<file path="config.mk">
export PLATFORM = sky130hd
export DESIGN_NAME = debug_host_sequencer
export DESIGN_NICKNAME = d
export VERILOG_FILES = /design/src/rtl/debug_host_sequencer.sv
export SDC_FILE = /design/constraint.sdc
export NUM_CORES = 2
export LEC_CHECK = 0
export ABC_AREA = 1
export CAP_MARGIN = 5
export CORE_ASPECT_RATIO = 0.9
export CORE_MARGIN = 3
export CORE_UTILIZATION = 40
export DETAILED_ROUTE_END_ITERATION = 6
export GPL_ROUTABILITY_DRIVEN = 0
export GPL_TIMING_DRIVEN = 0
export PLACE_DENSITY_LB_ADDON = 0.05
export SYNTH_ARGS = -nofsm -noshare
export SYNTH_HDL_FRONTEND = slang
export SYNTH_SLANG_ARGS = --single-unit
export TNS_END_PERCENT = 100
</file>
<file path="constraint.sdc">
create_clock -name clk -period 3 [get_ports clk]
set_input_delay 0.3 -clock clk [delete_from_list [all_inputs] [get_ports clk]]
set_output_delay 0.3 -clock clk [all_outputs]
set_load 0.02 [all_outputs]
</file>
<file path="src/rtl/debug_host_sequencer.sv">
// Initiator for the MIPS debug UART link: sends start/program/run-mode bytes and captures dump frames.
// Optional rx gap watchdog enabled by defining DBG_HOST_TIMEOUT_EN.
module debug_host_sequencer #(
  parameter int LEN_DATA       = 8,
  parameter int CANT_INSTRUC   = 64,
  parameter int NUM_HDR_WORDS  = 6,
  parameter int CANT_REGS      = 32,
  parameter int CANT_MEM_DATOS = 16,
  parameter int TIMEOUT_CYCLES = 1000000
) (
  input  logic                            clk,
  input  logic                            reset,
  input  logic                            start,
  input  logic                            step_mode,
  input  logic                            step_req,
  input  logic                            stop,
  output logic [$clog2(CANT_INSTRUC)-1:0] prog_addr,
  input  logic [31:0]                     prog_data,
  output logic                            tx_start,
  output logic [LEN_DATA-1:0]             tx_data,
  input  logic                            tx_done,
  input  logic                            rx_done,
  input  logic [LEN_DATA-1:0]             rx_data,
  input  logic [5:0]                      cap_addr,
  output logic [31:0]                     cap_data,
  output logic                            busy,
  output logic                            frame_done,
  output logic [15:0]                     frame_count,
  output logic [1:0]                      err,
  output logic [6:0]                      state_out
);

  localparam int AW          = $clog2(CANT_INSTRUC);
  localparam int FRAME_WORDS = NUM_HDR_WORDS + CANT_REGS + CANT_MEM_DATOS;
  localparam int FRAME_BYTES = FRAME_WORDS * 4;
  localparam int RXW         = $clog2(FRAME_BYTES);

  localparam logic [LEN_DATA-1:0] CMD_START  = LEN_DATA'(8'h01);
  localparam logic [LEN_DATA-1:0] CMD_CONT   = LEN_DATA'(8'h02);
  localparam logic [LEN_DATA-1:0] CMD_STEP   = LEN_DATA'(8'h03);
  localparam logic [LEN_DATA-1:0] CMD_REPROG = LEN_DATA'(8'h05);
  localparam logic [LEN_DATA-1:0] CMD_NEXT   = LEN_DATA'(8'h06);

  typedef enum logic [6:0] {
    S_IDLE       = 7'b0000001,
    S_SEND_CMD   = 7'b0000010,
    S_SEND_PROG  = 7'b0000100,
    S_SEND_MODE  = 7'b0001000,
    S_RECV_FRAME = 7'b0010000,
    S_WAIT_STEP  = 7'b0100000,
    S_DONE       = 7'b1000000
  } state_t;

  state_t              state_q;
  logic                tx_wait_q;
  logic                tx_start_q;
  logic [LEN_DATA-1:0] tx_data_q;
  logic                reprog_q;
  logic                mode_q;
  logic [1:0]          byte_sel_q;
  logic [AW-1:0]       prog_addr_q;
  logic [RXW-1:0]      rx_cnt_q;
  logic [23:0]         word_q;
  logic                frame_done_q;
  logic [15:0]         frame_count_q;
  logic [1:0]          err_q;
  logic [31:0]         cap_data_q;
  logic [31:0]         frame_buf [0:FRAME_WORDS-1];
  logic                buf_we;

`ifdef DBG_HOST_TIMEOUT_EN
  localparam int GW = $clog2(TIMEOUT_CYCLES + 1);
  logic [GW-1:0] gap_q;
`endif

  // Handshake: a byte is issued (tx_start_q for one cycle, tx_wait_q set) only when
  // tx_wait_q is clear; tx_done while tx_wait_q is set retires it, so the next
  // tx_start can come no earlier than the cycle after tx_done.
  always_ff @(posedge clk) begin
    if (reset) begin
      state_q       <= S_IDLE;
      tx_wait_q     <= 1'b0;
      tx_start_q    <= 1'b0;
      tx_data_q     <= '0;
      reprog_q      <= 1'b0;
      mode_q        <= 1'b0;
      byte_sel_q    <= '0;
      prog_addr_q   <= '0;
      rx_cnt_q      <= '0;
      word_q        <= '0;
      frame_done_q  <= 1'b0;
      frame_count_q <= '0;
      err_q         <= '0;
`ifdef DBG_HOST_TIMEOUT_EN
      gap_q         <= '0;
`endif
    end else begin
      tx_start_q   <= 1'b0;
      frame_done_q <= 1'b0;
`ifdef DBG_HOST_TIMEOUT_EN
      if (state_q != S_RECV_FRAME) gap_q <= '0;
`endif
      unique case (state_q)
        S_IDLE, S_DONE: begin
          if (start) begin
            frame_count_q <= '0;
            err_q         <= '0;
            mode_q        <= step_mode;
            reprog_q      <= (state_q == S_DONE);
            tx_wait_q     <= 1'b0;
            state_q       <= S_SEND_CMD;
          end
        end
        S_SEND_CMD: begin
          if (!tx_wait_q) begin
            tx_start_q <= 1'b1;
            tx_data_q  <= reprog_q ? CMD_REPROG : CMD_START;
            tx_wait_q  <= 1'b1;
          end else if (tx_done) begin
            tx_wait_q <= 1'b0;
            if (reprog_q) begin
              reprog_q <= 1'b0;
            end else begin
              prog_addr_q <= '0;
              byte_sel_q  <= '0;
              state_q     <= S_SEND_PROG;
            end
          end
        end
        S_SEND_PROG: begin
          if (!tx_wait_q) begin
            tx_start_q <= 1'b1;
            tx_data_q  <= LEN_DATA'(prog_data[{byte_sel_q, 3'b000} +: 8]);
            tx_wait_q  <= 1'b1;
          end else if (tx_done) begin
            tx_wait_q  <= 1'b0;
            byte_sel_q <= byte_sel_q + 1'b1;
            if (byte_sel_q == 2'd3) begin
              // Opcode 6'h3F marks the halt word that terminates the program.
              if (prog_data[31:26] == 6'h3F) begin
                state_q <= S_SEND_MODE;
              end else if (prog_addr_q == AW'(CANT_INSTRUC - 1)) begin
                err_q[0] <= 1'b1;
                state_q  <= S_IDLE;
              end else begin
                prog_addr_q <= prog_addr_q + 1'b1;
              end
            end
          end
        end
        S_SEND_MODE: begin
          if (!tx_wait_q) begin
            tx_start_q <= 1'b1;
            tx_data_q  <= mode_q ? CMD_STEP : CMD_CONT;
            tx_wait_q  <= 1'b1;
          end else if (tx_done) begin
            tx_wait_q <= 1'b0;
            rx_cnt_q  <= '0;
            state_q   <= mode_q ? S_WAIT_STEP : S_RECV_FRAME;
          end
        end
        S_WAIT_STEP: begin
          if (tx_wait_q) begin
            if (tx_done) begin
              tx_wait_q <= 1'b0;
              rx_cnt_q  <= '0;
              state_q   <= S_RECV_FRAME;
            end
          end else if (stop) begin
            state_q <= S_DONE;
          end else if (step_req) begin
            tx_start_q <= 1'b1;
            tx_data_q  <= CMD_NEXT;
            tx_wait_q  <= 1'b1;
          end
        end
        S_RECV_FRAME: begin
          if (rx_done) begin
`ifdef DBG_HOST_TIMEOUT_EN
            gap_q <= '0;
`endif
            unique case (rx_cnt_q[1:0])
              2'd0:    word_q[7:0]   <= rx_data[7:0];
              2'd1:    word_q[15:8]  <= rx_data[7:0];
              2'd2:    word_q[23:16] <= rx_data[7:0];
              default: ;
            endcase
            if (rx_cnt_q == RXW'(FRAME_BYTES - 1)) begin
              rx_cnt_q      <= '0;
              frame_done_q  <= 1'b1;
              frame_count_q <= frame_count_q + 16'd1;
              state_q       <= mode_q ? S_WAIT_STEP : S_DONE;
            end else begin
              rx_cnt_q <= rx_cnt_q + 1'b1;
            end
          end
`ifdef DBG_HOST_TIMEOUT_EN
          else if (gap_q == GW'(TIMEOUT_CYCLES - 1)) begin
            err_q[1] <= 1'b1;
            state_q  <= S_IDLE;
          end else begin
            gap_q <= gap_q + 1'b1;
          end
`endif
        end
        default: state_q <= S_IDLE;
      endcase
    end
  end

  // The 4th byte of a word is merged straight from rx_data so the word lands on that strobe.
  assign buf_we = (state_q == S_RECV_FRAME) && rx_done && (rx_cnt_q[1:0] == 2'b11) && !reset;

  always_ff @(posedge clk) begin
    if (buf_we) frame_buf[rx_cnt_q[RXW-1:2]] <= {rx_data[7:0], word_q};
    if (cap_addr < 6'(FRAME_WORDS)) cap_data_q <= frame_buf[cap_addr];
  end

  assign prog_addr   = prog_addr_q;
  assign tx_start    = tx_start_q;
  assign tx_data     = tx_data_q;
  assign cap_data    = cap_data_q;
  assign busy        = (state_q != S_IDLE) && (state_q != S_DONE);
  assign frame_done  = frame_done_q;
  assign frame_count = frame_count_q;
  assign err         = err_q;
  assign state_out   = state_q;

endmodule

</file>
# Word level (Yosys, flattened, before mapping)
# Memories as Yosys holds them, arrays and structs flattened. A register that Yosys moved wholly into a read port is not among the register bits.
# Index checks and enable logic that the tools add are counted.
# totals
ff_bits	77
ramBits	1728
elab_cells	171
memories	1
# classes
n_addsub	4
order_cmp	1
eq_ne	41
n_shift	1
mux	76
bitwise	2
n_reduce_logical	30
# memory_table
name	depth	word_bits	read_ports	rd_ports_with_merged_regs	write_ports	line	source
frame_buf	54	32	1	1	1	68	logic [31:0] frame_buf [0:FRAME_WORDS-1];
# op_table
operator	n
two-way mux 7 bit	17
two-way mux 8 bit	10
two-way mux 6 bit	9
two-way mux 16 bit	3
one-hot mux 7 bit (6 select lines)	1
!= test 2 bit, second input constant	20
one-hot mux 16 bit (2 select lines)	1
one-hot mux 8 bit (4 select lines)	1
indexed part select 32 x 6 -> 8 bit	1
two-way mux 1 bit	21
adder 16 x 1 -> 16 bit, second input constant	1
one-hot mux 8 bit (2 select lines)	1
AND reduction 14 bit	1
AND reduction 7 bit	2
equality test 6 bit, second input constant	2
one-hot mux 6 bit (2 select lines)	1
AND reduction 4 bit	3
two-way mux 2 bit	5
nonzero test 2 bit	5
!= test 3 bit, second input constant	3
AND reduction 3 bit	3
AND reduction 9 bit	1
adder 8 x 1 -> 8 bit, second input constant	1
equality test 8 bit, second input constant	1
other kinds (29)	41

# Depth between registers and ports, before layout
# logic_depth
depth_word	7
depth_mapped	13

# Least setup slack after synthesis
# No wires, ideal clock.
# synth_path
kind	register to register
from	register state_q[4], in the netlist state_out[4]
to	memory frame_buf[0][0] (enable)
setup_ns	0.421
arrival_ns	2.852
slack_ns	-0.273
path_stages_with_launch	7
n_path_buf	0
synth_period_minus_slack_ns	3.273
path_cell_list	dfxtp_1 nand3_1 nor2_4 nand2_1 nor3_4 nand4_1 nor2_1
# synth_via
elab_chain_len	6
# synth_lines
element	line	source
start, declared	54	state_t state_q;
start signal, assigned	159	state_q <= mode_q ? S_WAIT_STEP : S_RECV_FRAME;
start signal, assigned	192	state_q <= mode_q ? S_WAIT_STEP : S_DONE;
equality test 7 x 5 -> 1 bit	212	assign buf_we = (state_q == S_RECV_FRAME) && rx_done && (rx_cnt_q[1:0] == 2'b11) && !reset;
logical AND 1 bit (3 in series)	212	
two-way mux 1 bit	215	if (buf_we) frame_buf[rx_cnt_q[RXW-1:2]] <= {rx_data[7:0], word_q};
two-way mux 1 bit (implied by the code)	215	
end, declared	68	
# Every way passes these cells.

# Final worst setup path
# layout_path
from	input cap_addr[1]
to	register cap_data_q[8], in the netlist cap_data[8], read port of frame_buf (data pin)
# layout_via
elab_chain_len	1
# layout_lines
element	line	source
start, declared	24	input logic [5:0] cap_addr,
< comparator 6 bit	216	if (cap_addr < 6'(FRAME_WORDS)) cap_data_q <= frame_buf[cap_addr];
end, declared	67	logic [31:0] cap_data_q;
# Parallel ways exist; a longest one is shown, timed or not.
# A chain may end at the register's enable or synchronous reset.

==> metrics.md <==
| Metric | Value |
|---|---|
| Hold Path Sink | `mode_q$_SDFFE_PP0P_` |
| Final hold vios | `0` |
| Slew @ Worst Pin | `1.35 ns` |
| Slew Viols, Final | `0` |
| Net count, final | `6553` |
| DIE WIDTH | `458 microns` |
| FMAX | `323 MHz` |
| Initial Utilization | `40.5%` |
| Worst path most repeated cell | `nand3_1` |
| Largest delay share family, worst path | `buffers and inverters` |
| Compound-cell area share of the yosys netlist | `10.8%` |
| Drt total wl | `276000 microns` |
| Peak VDD IR | `0.541 mV` |
| Sequential area share after synthesis | `73.8%` |
| Cell area after layout | `87100 sq um` |
| TritonRoute pass-1 iters | `6` |
| Power per Cell Area | `634 nW/um^2` |
| Per-cell routed wire length | `30.5 microns` |
| Synth-to-Final Area Change | `18.3%` |
| Instance count on the critical path | `11` |
| Overflow after GRT | `0` |
| Synthesis warning total | `0` |
| Drt via density | `5.73` |
| Vias | `51.9k` |
| Count leader, synth | `edfxtp_1` |
| PnR worst setup slack | `-0.0954 ns` |
| Hold_sp | `step_mode` |
| Hold Crit Depth | `3` |
| # port buffers | `122` |
| Static Leak | `28.4 nW` |
| Met1 GRT Util | `42.8%` |
| Height of the die | `413 microns` |
| Worst Path Buf+Inv | `4` |
| CP Data Required Time | `3.57 ns` |
| FF-to-FF Start | `rx_cnt_q[4]$_SDFFE_PP0P_` |
| Total CTS buffers | `194` |
| WHS | `0.145 ns` |
| Vias in the first global route | `47.9k` |
| Syn Area/Cell | `12.2 sq um` |
| Remaining antenna violation count | `0` |
| Setup Total Neg Slack | `-0.744 ns` |
| Die ar. | `189000 sq um` |
| CP startpoint | `cap_addr[1]` |
| Post-synthesis net count | `6074` |
| Critical Path Max Stage Delay | `0.60 ns` |
| Ys flop type | `edfxtp_1` |
| Cell at the slowest stage of the critical path | `clkdlybuf4s50_1` |
| Min Clock Period, post-route | `3.10 ns` |
| Unrepaired setup endpoints after global routing | `yes` |
| Share of cells above drive strength 1 | `10.5%` |
| CP Class | `in -> reg` |
| Failing checks | `negative setup slack` |
| Post-DP Area | `80300 sq um` |
| Status | `finished, violations left` |
| GR peak layer | `met1` |
| Largest family of logic cells by synthesized area | `simple AND/OR/NAND/NOR gates` |
| Std-Cell Core Area | `182000 sq um` |
| H-tree levels | `4` |
| Post-Synthesis Cells | `6013` |
| Simple-gate area share of the yosys netlist | `12.2%` |
| Synth Area in Adders | `0.119%` |
| Worst reg2reg setup slack | `0.07 ns` |
| Finished Core Util | `47.9%` |
| Gr usage total | `28.7%` |
| Mux share of post-synthesis cell area | `0%` |
| Setup violators final | `15` |
| Leading cell types by count after synthesis | `edfxtp_1, nor2_1, o21ai_0, nand2_1, nand3_1` |
| Mapped Area | `73700 sq um` |
| Clock tree sinks | `1837` |
| Maximum fanout along the worst path | `10` |
| Area contributors post-synth | `edfxtp_1, nor2_1, o21ai_0` |
| Max-cap check violation count | `0` |
| Finished Layout Cells | `9055` |
| Post-DP HPWL | `190000 microns` |
| Ys async rst share | `0%` |
| # placed instances | `8621` |
| Hold Path Class | `in -> reg` |
| Setup crit end kind | `flip-flop` |
| DRC viols | `0` |
| Pin count of the biggest net entering global routing | `58` |
| Max clock buf depth | `3` |
| Top cell type's share of synthesized area | `71.8%` |
| CP cell instances | `clkdlybuf4s50_1 -> inv_4 -> buf_4 -> buf_2 -> nor2_1 -> o21ai_1 -> o211ai_1 -> nand3_1 -> nand3_1 -> nand3_1 -> nand2_1` |
| Worst-path clk slew | `0.06 ns` |
| Top Ports | `128` |
| Clk_lat worst skew | `0.85 ns` |
| Reg2reg end | `frame_buf[11][5]$_DFFE_PP_` |
| Post-Synth XOR/XNOR Area | `0.0832%` |
| Initial drt markers | `7154` |
| First-pass GRT wire length | `381000 microns` |
| Critical path arrival | `3.66 ns` |
| Worst reg2reg path depth | `4` |
| Clock root cell | `clkbuf_16` |
| Initial antenna violation count | `18` |
| Max_slew headroom | `10.1%` |
| Synthesized flop and latch total | `1837` |
| CTS tree | `yes` |
| GR Util met2 | `42.3%` |
| EDFF count, synth | `1760` |
| Number of distinct library cells after synthesis | `38` |
| Worst setup SP type | `input pin` |
| Fin crit share | `103%` |
| Num rows | `148` |
| Cell taking the most area after synthesis | `edfxtp_1` |
| Fin Clk Skew | `0.0433 ns` |
| GRT met3 Usage | `6.02%` |
-- layer usage --
metal | vias up | wire, microns
met4 | 2 | 8430
li1 | 22800 | -
met5 | - | 11
met1 | 26200 | 122000
met3 | 366 | 26700
met2 | 2601 | 119000
-- worst max-delay path by stage --
| stage | endpoint | slack [ns] |
|---|---|---|
| 5_1_grt | cap_data[8]$_DFFE_PN_ | -0.07 |
| 3_5_place_dp | cap_data[30]$_DFFE_PN_ | -1.57 |
| 6_report | cap_data[8]$_DFFE_PN_ | -0.1 |
| 3_3_place_gp | frame_buf[47][22]$_DFFE_PP_ | -3.16 |
| 2_1_floorplan | frame_buf[0][0]$_DFFE_PP_ | -0.27 |
| 4_1_cts | cap_data[25]$_DFFE_PN_ | 0.002 |
-- metrics by stage --
step                worst slack, ns  total power (W)
floorplan                    -0.273           0.0307
global placement              -3.16           0.0328
detailed placement            -1.57           0.0329
CTS                         0.00217           0.0554
global route                -0.0722           0.0568
finish                      -0.0954           0.0552
-- layout make-up --
cell class                      count  area (sq um)
Clock buffer                      246          5150
Clock inverter                    106           743
Fill cell                       16500         94700
Inverter                          115           437
Antenna cell                        7          17.5
Multi-Input combinational cell   3674         17600
Buffer                            386          1830
Timing Repair Buffer              284          3890
Sequential cell                  1837         54500
Tap cell                         2400          3000
-- state kept, by name (all words and copies together), names as in the netlist --
name,count
frame_buf,1728
cap_data,32
word_q,24
frame_count,16
rx_cnt_q,8
tx_data,8
state_out,7
prog_addr,6
byte_sel_q,2
err,1
frame_done,1
mode_q,1
reprog_q,1
tx_start,1
tx_wait_q,1
-- what timing repair did --
| item | in CTS | in global routing |
|---|---|---|
| buffers inserted | 48 | 21 |
| cloned | 0 | 0 |
| hold buffers | 7 | 0 |
| endpoints found under the setup margin | 1693 | 148 |
| gates resized for setup | 41 | 50 |
| hold endpoints to repair | 117 | 0 |
| pin swaps | 25 | 8 |
-- cell families (layout without fill, tap and decap cells) --
family | count (synthesis) | count (layout)
compound gates | 1394 | 1394
flops | 1837 | 1837
xor+xnor | 7 | 7
simple gates | 2265 | 2265
other cells | 1 | 8
buf+inv | 502 | 1137
fa+ha+maj | 7 | 7
-- power breakdown --
group | switching, W | leakage (nW) | total, W | internal (W)
clock network | 0.0103 | 2.89 | 0.0228 | 0.0125
registers | 0.000101 | 16.1 | 0.0280 | 0.0279
logic | 0.00326 | 9.40 | 0.00438 | 0.00112
total | 0.0137 | 28.4 | 0.0552 | 0.0415
-- worst min-delay path: cells and delay by family --
kind	cells	cell delay [ns]
buffers and inverters	1	0.40
AO/OA/AOI/OAI	2	0.21
-- placed cells by master (no fill, tap or decap), types with 53 or more instances in the layout --
cell	netlist	routed
clkbuf_1	197	212
o21ai_1	134	134
a21oi_1	130	130
o21ai_0	700	700
o211ai_1	237	237
buf_4	23	85
nand2_1	691	689
nor2_4	2	56
inv_1	91	91
clkinv_1	14	69
clkdlybuf4s50_1	0	112
nor2_1	1211	1157
buf_12	0	75
edfxtp_1	1760	1760
buf_2	107	101
o22ai_1	105	104
dfxtp_1	77	53
nand3_1	327	320
clkbuf_16	0	197
No activity file was read; power rests on OpenSTA's default activity.
